<file path="config.mk">
export PLATFORM = sky130hd
export DESIGN_NAME = elevator_call_register
export DESIGN_NICKNAME = d
export VERILOG_FILES = /design/src/rtl/elevator_pkg.sv /design/src/rtl/elevator_call_register_button_conditioner.sv /design/src/rtl/elevator_call_register.sv
export SDC_FILE = /design/constraint.sdc
export NUM_CORES = 1
export LEC_CHECK = 0
export ABC_AREA = 1
export CORE_UTILIZATION = 31
export DETAILED_ROUTE_END_ITERATION = 10
export GPL_TIMING_DRIVEN = 1
export MAX_ROUTING_LAYER = met4
export PLACE_DENSITY = 0.51
export SYNTH_ARGS = -nofsm -noshare
export SYNTH_HDL_FRONTEND = slang
export SYNTH_SLANG_ARGS = --single-unit
</file>
<file path="constraint.sdc">
create_clock -name clk -period 7.2 [get_ports clk]
set_input_delay 1.08 -clock clk [delete_from_list [all_inputs] [get_ports clk]]
set_output_delay 1.08 -clock clk [all_outputs]
set_load 0.05 [all_outputs]
</file>
<file path="src/rtl/elevator_pkg.sv">
// Shared constants, sweep encoding and small helpers for the call register.
package elevator_pkg;

    localparam logic [1:0] FLR_GROUND  = 2'd0;
    localparam logic [1:0] FLR_FIRST   = 2'd1;
    localparam logic [1:0] FLR_SECOND  = 2'd2;
    localparam logic [1:0] FLR_INVALID = 2'd3;

    typedef enum logic [1:0] {
        IDLE = 2'd0,
        UP   = 2'd1,
        DOWN = 2'd2
    } sweep_e;

    localparam int SYNC_STAGES_DEF     = 2;
    localparam int DEBOUNCE_CYCLES_DEF = 4;

    // Request bit positions inside the 7-bit request vector.
    localparam int NUM_BTNS     = 7;
    localparam int R_GND_UP     = 0;
    localparam int R_FIRST_UP   = 1;
    localparam int R_FIRST_DWN  = 2;
    localparam int R_SECOND_DWN = 3;
    localparam int R_CAR_GND    = 4;
    localparam int R_CAR_FIRST  = 5;
    localparam int R_CAR_SECOND = 6;

    function automatic logic [2:0] popcount7(input logic [6:0] v);
        logic [2:0] c;
        c = '0;
        for (int i = 0; i < 7; i++) c = c + {2'b00, v[i]};
        return c;
    endfunction

    // Returns {found, floor} for the lowest floor set in a 3-bit floor mask.
    function automatic logic [2:0] lowest_flr(input logic [2:0] m);
        if (m[0])      return {1'b1, FLR_GROUND};
        else if (m[1]) return {1'b1, FLR_FIRST};
        else if (m[2]) return {1'b1, FLR_SECOND};
        else           return 3'b000;
    endfunction

    // Returns {found, floor} for the highest floor set in a 3-bit floor mask.
    function automatic logic [2:0] highest_flr(input logic [2:0] m);
        if (m[2])      return {1'b1, FLR_SECOND};
        else if (m[1]) return {1'b1, FLR_FIRST};
        else if (m[0]) return {1'b1, FLR_GROUND};
        else           return 3'b000;
    endfunction

endpackage

</file>
<file path="src/rtl/elevator_call_register_button_conditioner.sv">
// Per-button conditioning: synchroniser, saturating debounce counter and a
// one-cycle press pulse when the counter first reaches the threshold.
module button_conditioner
    import elevator_pkg::*;
#(
    parameter int SYNC_STAGES     = SYNC_STAGES_DEF,
    parameter int DEBOUNCE_CYCLES = DEBOUNCE_CYCLES_DEF
) (
    input  logic clk,
    input  logic rst_n,
    input  logic btn_i,
    output logic press_o
);

    localparam logic [3:0] THR = 4'(DEBOUNCE_CYCLES);

    logic [SYNC_STAGES-1:0] sync_q;
    logic [3:0]             cnt_q, cnt_d;
    logic                   at_thr_q;
    logic                   lvl;

    assign lvl = sync_q[SYNC_STAGES-1];

    // Shift the raw button through the synchroniser chain.
    always_ff @(posedge clk or negedge rst_n) begin
        if (!rst_n) sync_q <= '0;
        else        sync_q <= {sync_q[SYNC_STAGES-2:0], btn_i};
    end

    // Count consecutive high cycles, saturating at the threshold; any low clears.
    always_comb begin
        cnt_d = '0;
        if (lvl) cnt_d = (cnt_q == THR) ? cnt_q : cnt_q + 4'd1;
    end

    // Counter state plus a one-cycle-late copy of "at threshold" for edge detection.
    always_ff @(posedge clk or negedge rst_n) begin
        if (!rst_n) begin
            cnt_q    <= '0;
            at_thr_q <= 1'b0;
        end else begin
            cnt_q    <= cnt_d;
            at_thr_q <= (cnt_q == THR);
        end
    end

    // Held buttons saturate at THR, so this fires exactly once per press.
    assign press_o = (cnt_q == THR) && !at_thr_q;

endmodule

</file>
<file path="src/rtl/elevator_call_register.sv">
// Call register: latches conditioned button presses, clears them as the car
// services floors, tracks sweep direction and selects the next target floor.
// rst_n is expected to be release-synchronised upstream.
module elevator_call_register
    import elevator_pkg::*;
#(
    parameter int SYNC_STAGES     = SYNC_STAGES_DEF,
    parameter int DEBOUNCE_CYCLES = DEBOUNCE_CYCLES_DEF
) (
    input  logic       clk,
    input  logic       rst_n,
    input  logic       ground_flr_up_btn,
    input  logic       first_flr_up_btn,
    input  logic       first_flr_dwn_btn,
    input  logic       second_flr_dwn_btn,
    input  logic       go_to_ground_flr,
    input  logic       go_to_first_flr,
    input  logic       go_to_second_flr,
    input  logic [1:0] current_flr,
    input  logic       is_moving,
    input  logic       is_moving_up,
    input  logic       is_moving_dwn,
    input  logic       is_door_close,
    output logic       req_ground_up,
    output logic       req_first_up,
    output logic       req_first_dwn,
    output logic       req_second_dwn,
    output logic       req_car_ground,
    output logic       req_car_first,
    output logic       req_car_second,
    output logic [2:0] pending_cnt,
    output logic [1:0] next_flr,
    output logic       next_valid
);

    logic [NUM_BTNS-1:0] raw_btn, press, clr;
    logic [NUM_BTNS-1:0] req_q, req_d;
    logic [2:0]          pending_q;
    sweep_e              sweep_q, sweep_d;
    logic [1:0]          next_flr_q, next_flr_d;
    logic                next_valid_q, next_valid_d;

    logic [2:0] flr_req, above_m, below_m, at_m, sel;
    logic       any_above, any_below, any_at, svc;

    assign raw_btn = {go_to_second_flr, go_to_first_flr, go_to_ground_flr,
                      second_flr_dwn_btn, first_flr_dwn_btn, first_flr_up_btn,
                      ground_flr_up_btn};

    for (genvar g = 0; g < NUM_BTNS; g++) begin : g_cond
        button_conditioner #(
            .SYNC_STAGES    (SYNC_STAGES),
            .DEBOUNCE_CYCLES(DEBOUNCE_CYCLES)
        ) u_cond (
            .clk    (clk),
            .rst_n  (rst_n),
            .btn_i  (raw_btn[g]),
            .press_o(press[g])
        );
    end

    // Per-floor view of the latched requests (either hall direction or car).
    assign flr_req[0] = req_q[R_GND_UP]   | req_q[R_CAR_GND];
    assign flr_req[1] = req_q[R_FIRST_UP] | req_q[R_FIRST_DWN] | req_q[R_CAR_FIRST];
    assign flr_req[2] = req_q[R_SECOND_DWN] | req_q[R_CAR_SECOND];

    // Floor masks relative to the current floor; all empty on an invalid floor.
    always_comb begin
        above_m = 3'b000;
        below_m = 3'b000;
        at_m    = 3'b000;
        case (current_flr)
            FLR_GROUND: begin above_m = 3'b110; at_m = 3'b001; end
            FLR_FIRST:  begin above_m = 3'b100; below_m = 3'b001; at_m = 3'b010; end
            FLR_SECOND: begin below_m = 3'b011; at_m = 3'b100; end
            default: ;
        endcase
    end

    assign any_above = |(flr_req & above_m);
    assign any_below = |(flr_req & below_m);
    assign any_at    = |(flr_req & at_m);
    assign svc       = !is_moving && !is_door_close && (current_flr != FLR_INVALID);

    // Clear requests served at the current floor; first-floor hall calls honour the sweep.
    always_comb begin
        clr = '0;
        if (svc) begin
            case (current_flr)
                FLR_GROUND: begin
                    clr[R_CAR_GND] = 1'b1;
                    clr[R_GND_UP]  = 1'b1;
                end
                FLR_FIRST: begin
                    clr[R_CAR_FIRST] = 1'b1;
                    clr[R_FIRST_UP]  = (sweep_q != DOWN);
                    clr[R_FIRST_DWN] = (sweep_q != UP);
                end
                FLR_SECOND: begin
                    clr[R_CAR_SECOND] = 1'b1;
                    clr[R_SECOND_DWN] = 1'b1;
                end
                default: ;
            endcase
        end
    end

    // Clear beats a simultaneous press on the same bit.
    assign req_d = (req_q | press) & ~clr;

    // Request latch and its population count.
    always_ff @(posedge clk or negedge rst_n) begin
        if (!rst_n) begin
            req_q     <= '0;
            pending_q <= '0;
        end else begin
            req_q     <= req_d;
            pending_q <= popcount7(req_d);
        end
    end

    // Sweep next state: motion flags win; when stopped, reverse or idle once the
    // current direction has nothing left. An invalid floor freezes the sweep.
    always_comb begin
        sweep_d = sweep_q;
        if (current_flr != FLR_INVALID) begin
            if (is_moving_up && !is_moving_dwn) begin
                sweep_d = UP;
            end else if (is_moving_dwn && !is_moving_up) begin
                sweep_d = DOWN;
            end else if (!is_moving_up && !is_moving_dwn && !is_moving) begin
                case (sweep_q)
                    UP:      if (!any_above) sweep_d = (any_below || any_at) ? DOWN : IDLE;
                    DOWN:    if (!any_below) sweep_d = (any_above || any_at) ? UP : IDLE;
                    default: sweep_d = IDLE;
                endcase
            end
        end
    end

    // Sweep state register.
    always_ff @(posedge clk or negedge rst_n) begin
        if (!rst_n) sweep_q <= IDLE;
        else        sweep_q <= sweep_d;
    end

    // Target select: continue the sweep if possible, otherwise nearest floor
    // with ties going to the lower floor.
    always_comb begin
        sel = 3'b000;
        if (current_flr != FLR_INVALID) begin
            case (sweep_q)
                UP:      sel = lowest_flr(flr_req & above_m);
                DOWN:    sel = highest_flr(flr_req & below_m);
                default: sel = 3'b000;
            endcase
            if (!sel[2]) begin
                if (current_flr == FLR_SECOND) sel = highest_flr(flr_req);
                else if (any_at)               sel = {1'b1, current_flr};
                else                           sel = lowest_flr(flr_req);
            end
        end
        next_flr_d   = sel[1:0];
        next_valid_d = sel[2];
    end

    // Target registers, one cycle behind the request/sweep state.
    always_ff @(posedge clk or negedge rst_n) begin
        if (!rst_n) begin
            next_flr_q   <= FLR_GROUND;
            next_valid_q <= 1'b0;
        end else begin
            next_flr_q   <= next_flr_d;
            next_valid_q <= next_valid_d;
        end
    end

    assign req_ground_up  = req_q[R_GND_UP];
    assign req_first_up   = req_q[R_FIRST_UP];
    assign req_first_dwn  = req_q[R_FIRST_DWN];
    assign req_second_dwn = req_q[R_SECOND_DWN];
    assign req_car_ground = req_q[R_CAR_GND];
    assign req_car_first  = req_q[R_CAR_FIRST];
    assign req_car_second = req_q[R_CAR_SECOND];
    assign pending_cnt    = pending_q;
    assign next_flr       = next_flr_q;
    assign next_valid     = next_valid_q;

endmodule

</file>
### Word-level counts from Yosys, hierarchy flattened

Index checks and enable logic that the tools add are counted.

* logic and storage cells: 152
* input bits: 15
* register bits: 64
* output and inout bits: 13

* muxes and demuxes: 48
* add/subtract/negate cells: 13
* reduce and logical (&&, ||, !) cells: 32
* eq/ne operators: 23
* bitwise logic cells: 10

Operator list (number)
* 4-bit two-way mux: 14
* 3-bit two-way mux: 17
* 4-bit by 1-bit adder with 4-bit output (second input constant): 7
* 4-bit by 3-bit equality test with 1-bit output (second input constant): 7
* 2-bit != test (second input constant): 9
* 2-bit two-way mux: 7
* 1-bit logical AND: 13
* 3-bit by 1-bit adder with 3-bit output: 4
* 3-bit one-hot mux with 2 select lines: 2
* 1-bit logical NOT: 11
* 3-bit AND: 3
* 3-bit one-hot mux with 3 select lines: 1
* 3-bit OR reduction: 3
* 4-bit != test (second input constant): 2
* 2-bit one-hot mux with 2 select lines: 2
* 7-bit AND: 1
* 7-bit two-way mux: 1
* 7-bit NOT: 1
* 7-bit bitwise OR: 1
* 2-bit by 1-bit equality test with 1-bit output (second input constant): 2
* 2-bit equality test (second input constant): 2
* 1-bit two-way mux: 4
* 1-bit bitwise OR: 4
* 4-bit AND reduction: 1
* other kinds (6): 7

### Depth between registers and ports, before layout

* word-level depth: 12
* gate-level depth with buffers: 14
* mapped depth without buffers: 14

### By module

A second synthesis with hierarchy kept.

* cell total of the unflattened synthesis: 365
* area total of the unflattened synthesis: 3295.7 um^2

Modules (own cells, without submodules)
* button_conditioner (g_cond[1].u_cond ...): times used 6, area each 311.5 um^2, cells an instance 33, seq. area each 175.2 um^2
* elevator_call_register: times used 1, area each 1112.3 um^2, cells an instance 134, seq. area each 375.4 um^2
* button_conditioner (g_cond[0].u_cond): times used 1, area each 314.1 um^2, cells an instance 33, seq. area each 175.2 um^2

### Worst setup path after synthesis

No wires, ideal clock.

* path type: in2reg
* start: input port current_flr[0]
* end: register pending_q[1], in the netlist pending_cnt[1]
* library setup time: 0.135 ns
* data required time: 7.065 ns
* path slack: 3.459 ns
* path buffers: 0
* arrival: 3.606 ns
* cell stages on the path: 11
* cell sequence: ha_1 -> nor3_1 -> inv_1 -> nor2_1 -> a21oi_1 -> fa_1 -> inv_1 -> fa_1 -> inv_1 -> fa_1 -> fa_1

* word-level cells in the longest chain between the ends: 11
* elaborated cells on any way between the ends: 18
* those cells by class: add/sub (6); eq/ne (3); mux (5); bitwise (2); reduce/logical (2)

RTL lines
* start, declared: line elevator_call_register.sv:19 `input logic [1:0] current_flr,`
* 2-bit by 1-bit equality test with 1-bit output / 2-bit != test (equally long branches): line elevator_call_register.sv:89, elevator_call_register.sv:83
* 2-bit two-way mux / 1-bit logical AND (equally long branches): line elevator_call_register.sv:89, elevator_call_register.sv:83
* 7-bit two-way mux (*): line elevator_call_register.sv:88 `if (svc) begin`
* 7-bit NOT (*): line elevator_call_register.sv:109 `assign req_d = (req_q | press) & ~clr;`
* 7-bit AND (*): line elevator_call_register.sv:109
* net req_d[1]: line elevator_call_register.sv:37 `logic [NUM_BTNS-1:0] req_q, req_d;`
* 1-bit by 1-bit adder with 2-bit output (*): line elevator_pkg.sv:31 `for (int i = 0; i < 7; i++) c = c + {2'b00, v[i]};`
* 2-bit by 1-bit adder with 3-bit output (*): line elevator_pkg.sv:31
* 3-bit by 1-bit adder with 3-bit output (*) (4 in series): line elevator_pkg.sv:31
* end signal, assigned: line elevator_call_register.sv:118 `pending_q <= popcount7(req_d);`
* end, declared: line elevator_call_register.sv:38 `logic [2:0] pending_q;`

The timed path passes the listed nets; every way through them passes the cells marked *.
A chain may end at the register's enable or synchronous reset.

### Worst setup path after layout

* start: input port current_flr[1]
* end: register pending_q[1], in the netlist pending_cnt[1]

Same word-level chain as after synthesis.

==> reports/metrics.csv <==
stage;metric;value;unit
clocking;largest buffer count on any clock path;2;
clocking;number of hold buffers added after cts;0;
synthesis;cell type contributing the most total cell area after synthesis;sky130_fd_sc_hd__dfrtp_1;
route;number of detailed-routing iterations run before antenna repair;4;
grt;antenna violations before repair;0;
route;detailed-route wire length per cell;10.9;µm
clocking;clock latency on the worst-skew pair;0.33;ns
synthesis;share of the synthesized area in the top cell type;0.512;
place;Final Wtd Congestion;0.825;
sta;worst clock skew;0.00674;ns
floorplanning;initial cell density of the core;0.320;
synthesis;async set-reset flop share out of synthesis;1.00;
place;number of port buffers;27;
floorplanning;row count;36;
grt;met3 track demand over resource in global routing;0.0410;
setup_path;maximum net fanout on the critical path;5;
synthesis;Mean Syn Cell Area;9.42;µm²
clocking;number of CTS-inserted buffers;9;
clocking;clock sinks;64;
floorplanning;Floorplan Core Area;9770;µm²
floorplanning;number of primary I/O pins;28;
final_layout;fraction of layout cells with a size suffix above 1;0.136;
sta;number of endpoints failing setup at the final stage;0;
sta;final critical path time including I/O delays and setup;4.16;ns
run;maxcap violations;0;
route;DRT iter0 DRCs;83;
final_layout;Diodes inserted;0;
place;half-perimeter wire length after placement;4.08;mm
synthesis;cell types with the largest area share after synthesis;sky130_fd_sc_hd__dfrtp_1 51%, sky130_fd_sc_hd__ha_1 9.6%, sky130_fd_sc_hd__inv_1 6.2%;
floorplanning;die span in x;102;µm
setup_path;Critical Path AT;4.36;ns
synthesis;cells after synthesis;332;
sta;unrepaired setup endpoints after global routing;false;
grt;met1 track utilization from global routing;0.148;
setup_path;element type at the critical path end;flop;
synthesis;number of enable flip-flop cells after synthesis;0;
route;antenna violation net count after detailed routing;0;
floorplanning;floorplan die height;102;µm
clocking;Post-CTS Setup Inserts;0;
clocking;number of H-tree levels;3;
sta;Fmax achieved;240;MHz
clocking;clock edge transition at the registers on the reported setup and hold paths;0.07;ns
setup_path;kind of launch point of the worst setup path;primary input;
route;Remaining DRCs;0;
synthesis;synthesized cell area;3130;µm²
grt;residual overflow from global routing;0;
grt;vias in the first global route;2131;
route;via count;2161;
sta;actual slew at the worst max-slew pin;0.797;ns
clocking;clock tree from TritonCTS;built;
final_layout;count of nets after finishing;414;
route;routed via count divided by cell count;4.25;
clocking;Root Buffer Master;sky130_fd_sc_hd__clkbuf_8;
grt;wire length of the first global-routing pass;9.56;mm
grt;met2 routing resource usage after global routing;0.198;
sta;share of the clock period used by the worst path;0.578;
sta;Max transition margin;0.469;
clocking;Gates resized, CTS repair;0;
pwr;Lkg Pwr;1.89;nW
sta;Total Neg Setup Slack;0;ns
synthesis;sequential fraction of the synthesis area;0.512;
synthesis;synth unique cells;27;
pwr;VDD IR max;147;µV
setup_path;Setup CP Type;in -> reg;
synthesis;nets in the synthesized netlist;375;
sta;worst slack on hold paths;0.352;ns
status;result of the run;completed;
grt;maximum number of pins on one net before global-route repair;65;
final_layout;synthesis-to-finish area growth;21.1;%
place;placed standard-cell area;3570;µm²
synthesis;yosys synthesis warning count;0;
setup_path;required time of the critical path;7.40;ns
floorplanning;total die area;10500;µm²
final_layout;final design instance area without fill;3790;µm²
route;Routed WL;5.55;mm
worst_hold_path;kind of path behind the tightest hold check;reg -> reg;
pwr;pwr/cell area;391;nW/µm²
sta;Hold Violations, Final;0;
sta;pins over their slew limit;0;
final_layout;final core utilization;0.387;
grt;GR peak layer;met2;
synthesis;number of synthesized register bits;64;
synthesis;main flop type after synthesis;sky130_fd_sc_hd__dfrtp_1;
grt;Tot GR Track Use;0.125;
-- synth_stat cells, types with 2 or more instances --
cell / count
sky130_fd_sc_hd__or2_2: 6
sky130_fd_sc_hd__inv_2: 5
sky130_fd_sc_hd__nor2_2: 4
sky130_fd_sc_hd__fa_1: 4
sky130_fd_sc_hd__ha_1: 24
sky130_fd_sc_hd__o21ai_1: 10
sky130_fd_sc_hd__a21oi_1: 8
sky130_fd_sc_hd__nand3_1: 37
sky130_fd_sc_hd__nand2_2: 9
sky130_fd_sc_hd__o21ai_0: 7
sky130_fd_sc_hd__nand2_1: 45
sky130_fd_sc_hd__or2_0: 2
sky130_fd_sc_hd__nor3_1: 2
sky130_fd_sc_hd__nand4_1: 2
sky130_fd_sc_hd__dfrtp_1: 64
sky130_fd_sc_hd__xor2_1: 7
sky130_fd_sc_hd__nor2_1: 31
sky130_fd_sc_hd__nand3_2: 3
sky130_fd_sc_hd__nand2_4: 3
sky130_fd_sc_hd__inv_1: 52
-- flip-flops by register name, indices dropped and copies added (netlist names) --
register                count
next_valid                  1
g_cond.u_cond.at_thr_q      7
sweep_q                     2
pending_cnt                 3
req_q                       7
g_cond.u_cond.cnt_q        28
g_cond.u_cond.sync_q       14
next_flr                    2
-- layout by cell type, fill, tap and decap left out, types with 8 or more instances in the layout --
master | netlist | final
sky130_fd_sc_hd__a21oi_1 | 8 | 8
sky130_fd_sc_hd__clkbuf_8 | 0 | 10
sky130_fd_sc_hd__clkdlybuf4s50_1 | 0 | 26
sky130_fd_sc_hd__dfrtp_1 | 64 | 64
sky130_fd_sc_hd__ha_1 | 24 | 24
sky130_fd_sc_hd__inv_1 | 52 | 52
sky130_fd_sc_hd__nand2_1 | 45 | 45
sky130_fd_sc_hd__nand2_2 | 9 | 9
sky130_fd_sc_hd__nand3_1 | 37 | 37
sky130_fd_sc_hd__nor2_1 | 31 | 31
sky130_fd_sc_hd__o21ai_1 | 10 | 10
-- cells by family after synthesis --
logic type,Yosys count,synth area share
simple gates,147,0.229
fa+ha+maj,28,0.122
buf+inv,58,0.0696
compound gates,27,0.0452
xor+xnor,8,0.0224
flops,64,0.512
-- per-layer routing --
layer,vias to the layer above,routed length (µm)
li1,1118,-
met1,1008,2610
met2,30,2670
met3,5,191
met4,0,80
met5,-,0
-- through the flow --
stage / std cells / power [mW] / worst slack, ns
3_5_place_dp: 493 / 1.16 / 2.69
2_1_floorplan: 332 / 0.976 / 3.46
6_report: 509 / 1.48 / 3.04
3_3_place_gp: 493 / 1.15 / 2.77
4_1_cts: 509 / 1.51 / 3.04
5_1_grt: 509 / 1.61 / 2.80
-- power by group --
group / switching (mW) / internal, mW / total [mW] / leakage (nW)
registers: 0.0869 / 0.469 / 0.556 / 0.806
clock network: 0.137 / 0.202 / 0.339 / 0.112
logic: 0.367 / 0.217 / 0.584 / 0.969
total: 0.591 / 0.888 / 1.48 / 1.89
-- worst max-delay path, stage by stage --
cell and delay [ns]:
sky130_fd_sc_hd__clkdlybuf4s50_1 0.51, sky130_fd_sc_hd__ha_1 0.27, sky130_fd_sc_hd__nor3_1 0.17, sky130_fd_sc_hd__inv_1 0.10
sky130_fd_sc_hd__nor2_1 0.17, sky130_fd_sc_hd__a21oi_1 0.14, sky130_fd_sc_hd__fa_1 0.54, sky130_fd_sc_hd__inv_1 0.05
sky130_fd_sc_hd__fa_1 0.47, sky130_fd_sc_hd__inv_1 0.05, sky130_fd_sc_hd__fa_1 0.37, sky130_fd_sc_hd__fa_1 0.44
-- worst paths after layout --
kind | from | to | slack, ns | cells past startpoint
max in group asynchronous | rst_n | g_cond[5].u_cond.cnt_q[2] | 5.76 | 2
worst min register to register | g_cond[1].u_cond.sync_q[0] | g_cond[1].u_cond.sync_q[1] | 0.35 | 0
min in group asynchronous | rst_n | next_valid | 0.91 | 2
worst max register to register | g_cond[1].u_cond.cnt_q[0] | pending_cnt[1] | 4.07 | 14
worst min-delay path | g_cond[1].u_cond.sync_q[0] | g_cond[1].u_cond.sync_q[1] | 0.35 | 0
worst max-delay path | current_flr[1] | pending_cnt[1] | 3.04 | 12
-- area by class of cell --
class                      instances  area (µm²)
fill                             978        5990
sequential                        64        1600
multi-input combinational        210        1310
timing repair buffer              28         273
inverter                          58         218
tap                              133         166
clock buffer                      10         138
clock inverter                     6        82.6
(Power assumes the default switching activity.)
